`config.mk`:
```
export PLATFORM = sky130hd
export DESIGN_NAME = n_term_dsp_loopback
export DESIGN_NICKNAME = d
export VERILOG_FILES = /design/src/rtl/n_term_dsp_loopback.sv
export SDC_FILE = /design/constraint.sdc
export NUM_CORES = 1
export LEC_CHECK = 0
export CAP_MARGIN = 30
export CORE_MARGIN = 8
export CORE_UTILIZATION = 51
export DETAILED_ROUTE_END_ITERATION = 10
export GPL_TIMING_DRIVEN = 0
export PLACE_DENSITY = 0.93
export SYNTH_ARGS = -nofsm -noshare
export SYNTH_HDL_FRONTEND = slang
export SYNTH_SLANG_ARGS = --single-unit
export TNS_END_PERCENT = 20
```
`constraint.sdc`:
```
create_clock -name UserCLK -period 3.2 [get_ports UserCLK]
set_input_delay 0.64 -clock UserCLK [delete_from_list [all_inputs] [get_ports UserCLK]]
set_output_delay 0.64 -clock UserCLK [all_outputs]
set_load 0.01 [all_outputs]
```
`src/rtl/n_term_dsp_loopback.sv`:
```
// North-edge terminator: index-reversing loopback of northbound wires onto southbound
// wires, with per-class optional pipeline stage, park, serial config and activity counter.
module n_term_dsp_loopback #(
  parameter int CNT_W = 16
) (
  input  logic             UserCLK,
  input  logic             RESETn,
  input  logic [3:0]       N1END,
  input  logic [7:0]       N2MID,
  input  logic [7:0]       N2END,
  input  logic [15:0]      N4END,
  input  logic [15:0]      NN4END,
  output logic [3:0]       S1BEG,
  output logic [7:0]       S2BEG,
  output logic [7:0]       S2BEGb,
  output logic [15:0]      S4BEG,
  output logic [15:0]      SS4BEG,
  input  logic             CfgIn,
  input  logic             CfgShift,
  input  logic             CfgLoad,
  output logic             CfgOut,
  output logic [CNT_W-1:0] ActCnt,
  input  logic             ActClr
);

  localparam logic [CNT_W-1:0] CNT_MAX  = {CNT_W{1'b1}};
  localparam logic [CNT_W-1:0] CNT_ONE  = CNT_W'(1);
  localparam logic [CNT_W-1:0] CNT_ZERO = {CNT_W{1'b0}};

  logic [7:0]       r_shadow;
  logic [7:0]       r_active;
  logic [3:0]       w_s1_map,  r_s1_pipe;
  logic [7:0]       w_s2_map,  r_s2_pipe;
  logic [7:0]       w_s2b_map, r_s2b_pipe;
  logic [15:0]      w_s4_map,  r_s4_pipe;
  logic [15:0]      w_ss4_map, r_ss4_pipe;
  logic [51:0]      w_in;
  logic [51:0]      r_prev;
  logic             r_valid;
  logic             w_activity;
  logic [CNT_W-1:0] r_cnt;
  logic             w_unused_rsvd;

  // Reserved config bits are stored only; they steer nothing.
  assign w_unused_rsvd = ^r_active[7:6];

  // Index reversal of every wire class.
  always_comb begin
    for (int i = 0; i < 4; i++) begin
      w_s1_map[i] = N1END[3-i];
    end
    for (int i = 0; i < 8; i++) begin
      w_s2_map[i]  = N2MID[7-i];
      w_s2b_map[i] = N2END[7-i];
    end
    for (int i = 0; i < 16; i++) begin
      w_s4_map[i]  = N4END[15-i];
      w_ss4_map[i] = NN4END[15-i];
    end
  end

  // Output select: park overrides, otherwise registered or direct path per class.
  always_comb begin
    if (r_active[5]) begin
      S1BEG  = 4'h0;
      S2BEG  = 8'h00;
      S2BEGb = 8'h00;
      S4BEG  = 16'h0000;
      SS4BEG = 16'h0000;
    end else begin
      S1BEG  = r_active[0] ? r_s1_pipe  : w_s1_map;
      S2BEG  = r_active[1] ? r_s2_pipe  : w_s2_map;
      S2BEGb = r_active[2] ? r_s2b_pipe : w_s2b_map;
      S4BEG  = r_active[3] ? r_s4_pipe  : w_s4_map;
      SS4BEG = r_active[4] ? r_ss4_pipe : w_ss4_map;
    end
  end

  // Pipeline stages run unconditionally so enabling one never exposes stale data.
  always_ff @(posedge UserCLK or negedge RESETn) begin
    if (!RESETn) begin
      r_s1_pipe  <= 4'h0;
      r_s2_pipe  <= 8'h00;
      r_s2b_pipe <= 8'h00;
      r_s4_pipe  <= 16'h0000;
      r_ss4_pipe <= 16'h0000;
    end else begin
      r_s1_pipe  <= w_s1_map;
      r_s2_pipe  <= w_s2_map;
      r_s2b_pipe <= w_s2b_map;
      r_s4_pipe  <= w_s4_map;
      r_ss4_pipe <= w_ss4_map;
    end
  end

  // Serial config chain; a simultaneous load takes the pre-shift shadow value.
  always_ff @(posedge UserCLK or negedge RESETn) begin
    if (!RESETn) begin
      r_shadow <= 8'h00;
      r_active <= 8'h00;
    end else begin
      if (CfgShift) begin
        r_shadow <= {r_shadow[6:0], CfgIn};
      end
      if (CfgLoad) begin
        r_active <= r_shadow;
      end
    end
  end

  assign CfgOut = r_shadow[7];

  assign w_in       = {NN4END, N4END, N2END, N2MID, N1END};
  assign w_activity = r_valid && (w_in != r_prev);

  // Previous-sample register; valid only once it holds a real post-reset sample.
  always_ff @(posedge UserCLK or negedge RESETn) begin
    if (!RESETn) begin
      r_prev  <= 52'h0;
      r_valid <= 1'b0;
    end else begin
      r_prev  <= w_in;
      r_valid <= 1'b1;
    end
  end

  // Saturating activity counter, clear has priority.
  always_ff @(posedge UserCLK or negedge RESETn) begin
    if (!RESETn) begin
      r_cnt <= CNT_ZERO;
    end else if (ActClr) begin
      r_cnt <= CNT_ZERO;
    end else if (w_activity && (r_cnt != CNT_MAX)) begin
      r_cnt <= r_cnt + CNT_ONE;
    end
  end

  assign ActCnt = r_cnt;

endmodule

```
==> results.json, run 1 <==
{
  "status": "completed",
  "startpoint_type": "flip-flop",
  "powerDensity_nw_per_um2": 578,
  "synth_area_per_cell_um2": 10.9,
  "tightestPinTransition_ps": 781,
  "yosys_warnings": 0,
  "fin_cells": 618,
  "crit_family": "buffers and inverters",
  "place.gp.congestion": 0.906,
  "required_ps": 2560,
  "synth_cell_types": 30,
  "power.leakage_nw": 2.50,
  "crit_fanout": 10,
  "cp_slowest_cell": "clkdlybuf4s50_1",
  "io_pins": 127,
  "max_cap_viol_count": 0,
  "postCtsSetupBuffers": 0,
  "path_class": "flip-flop to output port",
  "clk_latency_ps": 350,
  "synth_top_flop_cell": "dfrtp_1",
  "die_x_um": 106,
  "peakVddDrop_mv": 0.403,
  "drive_above_1_share_pct": 7.17,
  "synth-edff-count": 0,
  "firstDrtPassIters": 4,
  "timing.final.crit_period_ps": 3040,
  "core-area_um2": 7770,
  "cts_root_buf": "clkbuf_8",
  "gr-usage-all-layers_pct": 20.1,
  "arrival_ps": 2400,
  "wl_per_cell_um": 18.3,
  "critPathBufInv": 3,
  "clock_skew_ps": 10.2,
  "synthCells": 377,
  "cts_max_level": 3,
  "die_y_um": 106,
  "drt-total-wl_mm": 11.3,
  "yosysMostFrequentCell": "dfrtp_1",
  "fin_crit_sh_pct": 95.0,
  "grt_antenna_before_repair": 0,
  "antenna_cells": 0,
  "io_buffer_count": 124,
  "synth_top_area_share_pct": 50.5,
  "crit_chain": "clkbuf_1 > clkbuf_2 > mux2i_1 > nor2_1 > clkdlybuf4s50_1",
  "initial_core_util_pct": 53.0,
  "setup_slack_ps": 159,
  "slew-limit-headroom_pct": 47.9,
  "final_nets": 571,
  "grt_start_max_net_pins": 43,
  "cts.clk_slew.worst_paths_ps": 80,
  "setup_viol": 0,
  "drt_iter0_drc": 112,
  "place_inst": 604,
  "slew_violations": 0,
  "grt_pass1_vias": 3668,
  "ctsHoldBuffers": 0,
  "cts_num_sinks": 83,
  "hold_slack_ps": 274,
  "finalHoldViolCount": 0,
  "drc": 0,
  "finish.utilization_pct": 73.8,
  "hp-class": "input port to async pin",
  "syn_nets": 436,
  "syn-cell-area_um2": 4120,
  "cts_tree": "built",
  "preCtsSetupSlack_ps": 46.4,
  "via_count": 3355,
  "worstSetupEndpointType": "output port",
  "grt_overflow": 0,
  "critical-path-max-stage-delay_ps": 570,
  "synth_common_cells": "83 x dfrtp_1, 66 x nor2_1, 53 x mux2i_1, 52 x xor2_1, 17 x clkbuf_1",
  "syn2layout_area_growth_pct": 39.2,
  "clockBufferDepth": 2,
  "ys_seq_area_share_pct": 50.5,
  "rsz0062_at_grt": "no",
  "synthArstFlopShare_pct": 100,
  "synth_area_leaders": "dfrtp_1 50%, mux2i_1 13%, xor2_1 11%, nor2_1 6.0%, mux2_2 3.8%",
  "viasPerCell": 5.43,
  "dieArea_um2": 11200,
  "nFillCells": 548,
  "cts_buffers": 9,
  "rows": 32,
  "grt_pass1_wl_mm": 17.9,
  "synth_seq_cells": 83,
  "yosys.area.top_type": "dfrtp_1",
  "fmax_mhz": 329,
  "detailed_place_hpwl_mm": 8.59,
  "antenna_left": 0
}
path summary, 6_finish.rpt:
path                                          from                       to  slack (ps)  cells past startpoint
hold reg to reg            r_shadow[6]$_DFFE_PN0P_  r_shadow[7]$_DFFE_PN0P_         510                      1
setup / recovery           r_active[3]$_DFFE_PN0P_                S4BEG[11]         160                      5
hold / removal                              RESETn  r_shadow[1]$_DFFE_PN0P_         270                      1
setup reg to reg              r_prev[25]$_DFF_PN0_   ActCnt[15]$_DFFE_PN0P_         760                      7
min in group UserCLK       r_shadow[6]$_DFFE_PN0P_  r_shadow[7]$_DFFE_PN0P_         510                      1
max in group asynchronous                   RESETn     r_prev[29]$_DFF_PN0_        2320                      2
power breakdown:
part,total [W],internal (W),switching (W)
sequential,0.00120,0.00113,0.0000714
clock,0.000879,0.000513,0.000366
combinational,0.00123,0.000639,0.000593
total,0.00331,0.00228,0.00103
area by class of cell:
type                    count  area (um^2)  share of cell area (%)
flip-flops and latches     83         2080                    36.2
multi-input cells         273         1950                    34.1
repair buffers            125         1260                    22.0
clock buffers              10          128                    2.23
well taps                 102          128                    2.23
clock inverters             5          103                    1.79
plain buffers              19         80.1                    1.40
inverters                   1         3.75                  0.0655
cell usage in the layout, fill, tap and decap left out, drive strengths merged, types with 8 or more instances in the layout:
| cell | Yosys | routed |
|---|---|---|
| xor2 | 52 | 52 |
| or3 | 8 | 8 |
| a21oi | 8 | 8 |
| mux2i | 53 | 53 |
| dfrtp | 83 | 83 |
| clkbuf | 17 | 26 |
| nor2 | 66 | 66 |
| clkdlybuf4s50 | 0 | 123 |
| o21ai | 8 | 8 |
| mux2 | 21 | 21 |
| nand2 | 10 | 10 |
| nor4 | 14 | 14 |
| nor2b | 8 | 8 |
sequential cells by signal (all words and copies together) (netlist names):
signal	cells
r_shadow	8
r_ss4_pipe	1
ActCnt	16
r_prev	51
r_active	6
r_valid	1
kinds of logic after synthesis:
logic type / synth area share [%]
adders and majority gates: 0.304
and+or+nand+nor: 15.3
AOI/OAI and AO/OA: 2.10
other: 0.0911
muxes: 18.6
buffers and inverters: 2.07
DFF: 50.5
xor gates and xnor gates: 11.1
through the flow:
stage / power [W] / TNS (ps) / instance area [um^2]
finish: 0.00331 / 0 / 5730
global route: 0.00346 / 0 / 5730
CTS: 0.00334 / 0 / 5740
detailed placement: 0.00246 / 0 / 5500
global placement: 0.00244 / -120860 / 5490
floorplan: 0.00177 / 0 / 4120
routing by layer:
layer	vias to the layer above	track usage [%]	wire length [um]
li1	1559	-	-
met1	1648	23.4	4640
met2	135	33.6	5620
met3	13	6.58	907
met4	0	7.54	168
met5	-	0	0
worst register-to-register path, delay by kind of cell, from the launching register on:
| kind | cells | cell delay [ps] |
|---|---|---|
| simple gates | 4 | 1210 |
| xor+xnor | 1 | 150 |
| flops | 1 | 390 |
| mux | 1 | 310 |
| buf+inv | 1 | 280 |
what timing repair did:
action,4_1_cts,5_1_grt
setup endpoints to repair,18,5
resized for setup,2,0
cloned,0,0
No activity file was read; power rests on OpenSTA's default activity.
==> inputs of run 2 (changes only) <==
--- a/config.mk
+++ b/config.mk
@@ -8,6 +8,7 @@
 export CAP_MARGIN = 30
 export CORE_MARGIN = 8
 export CORE_UTILIZATION = 51
+export CTS_CLUSTER_DIAMETER = 60
 export DETAILED_ROUTE_END_ITERATION = 10
 export GPL_TIMING_DRIVEN = 0
 export PLACE_DENSITY = 0.93
==> results of run 2 <==
The final DEF is identical to that of run 1; final timing and power are the same.
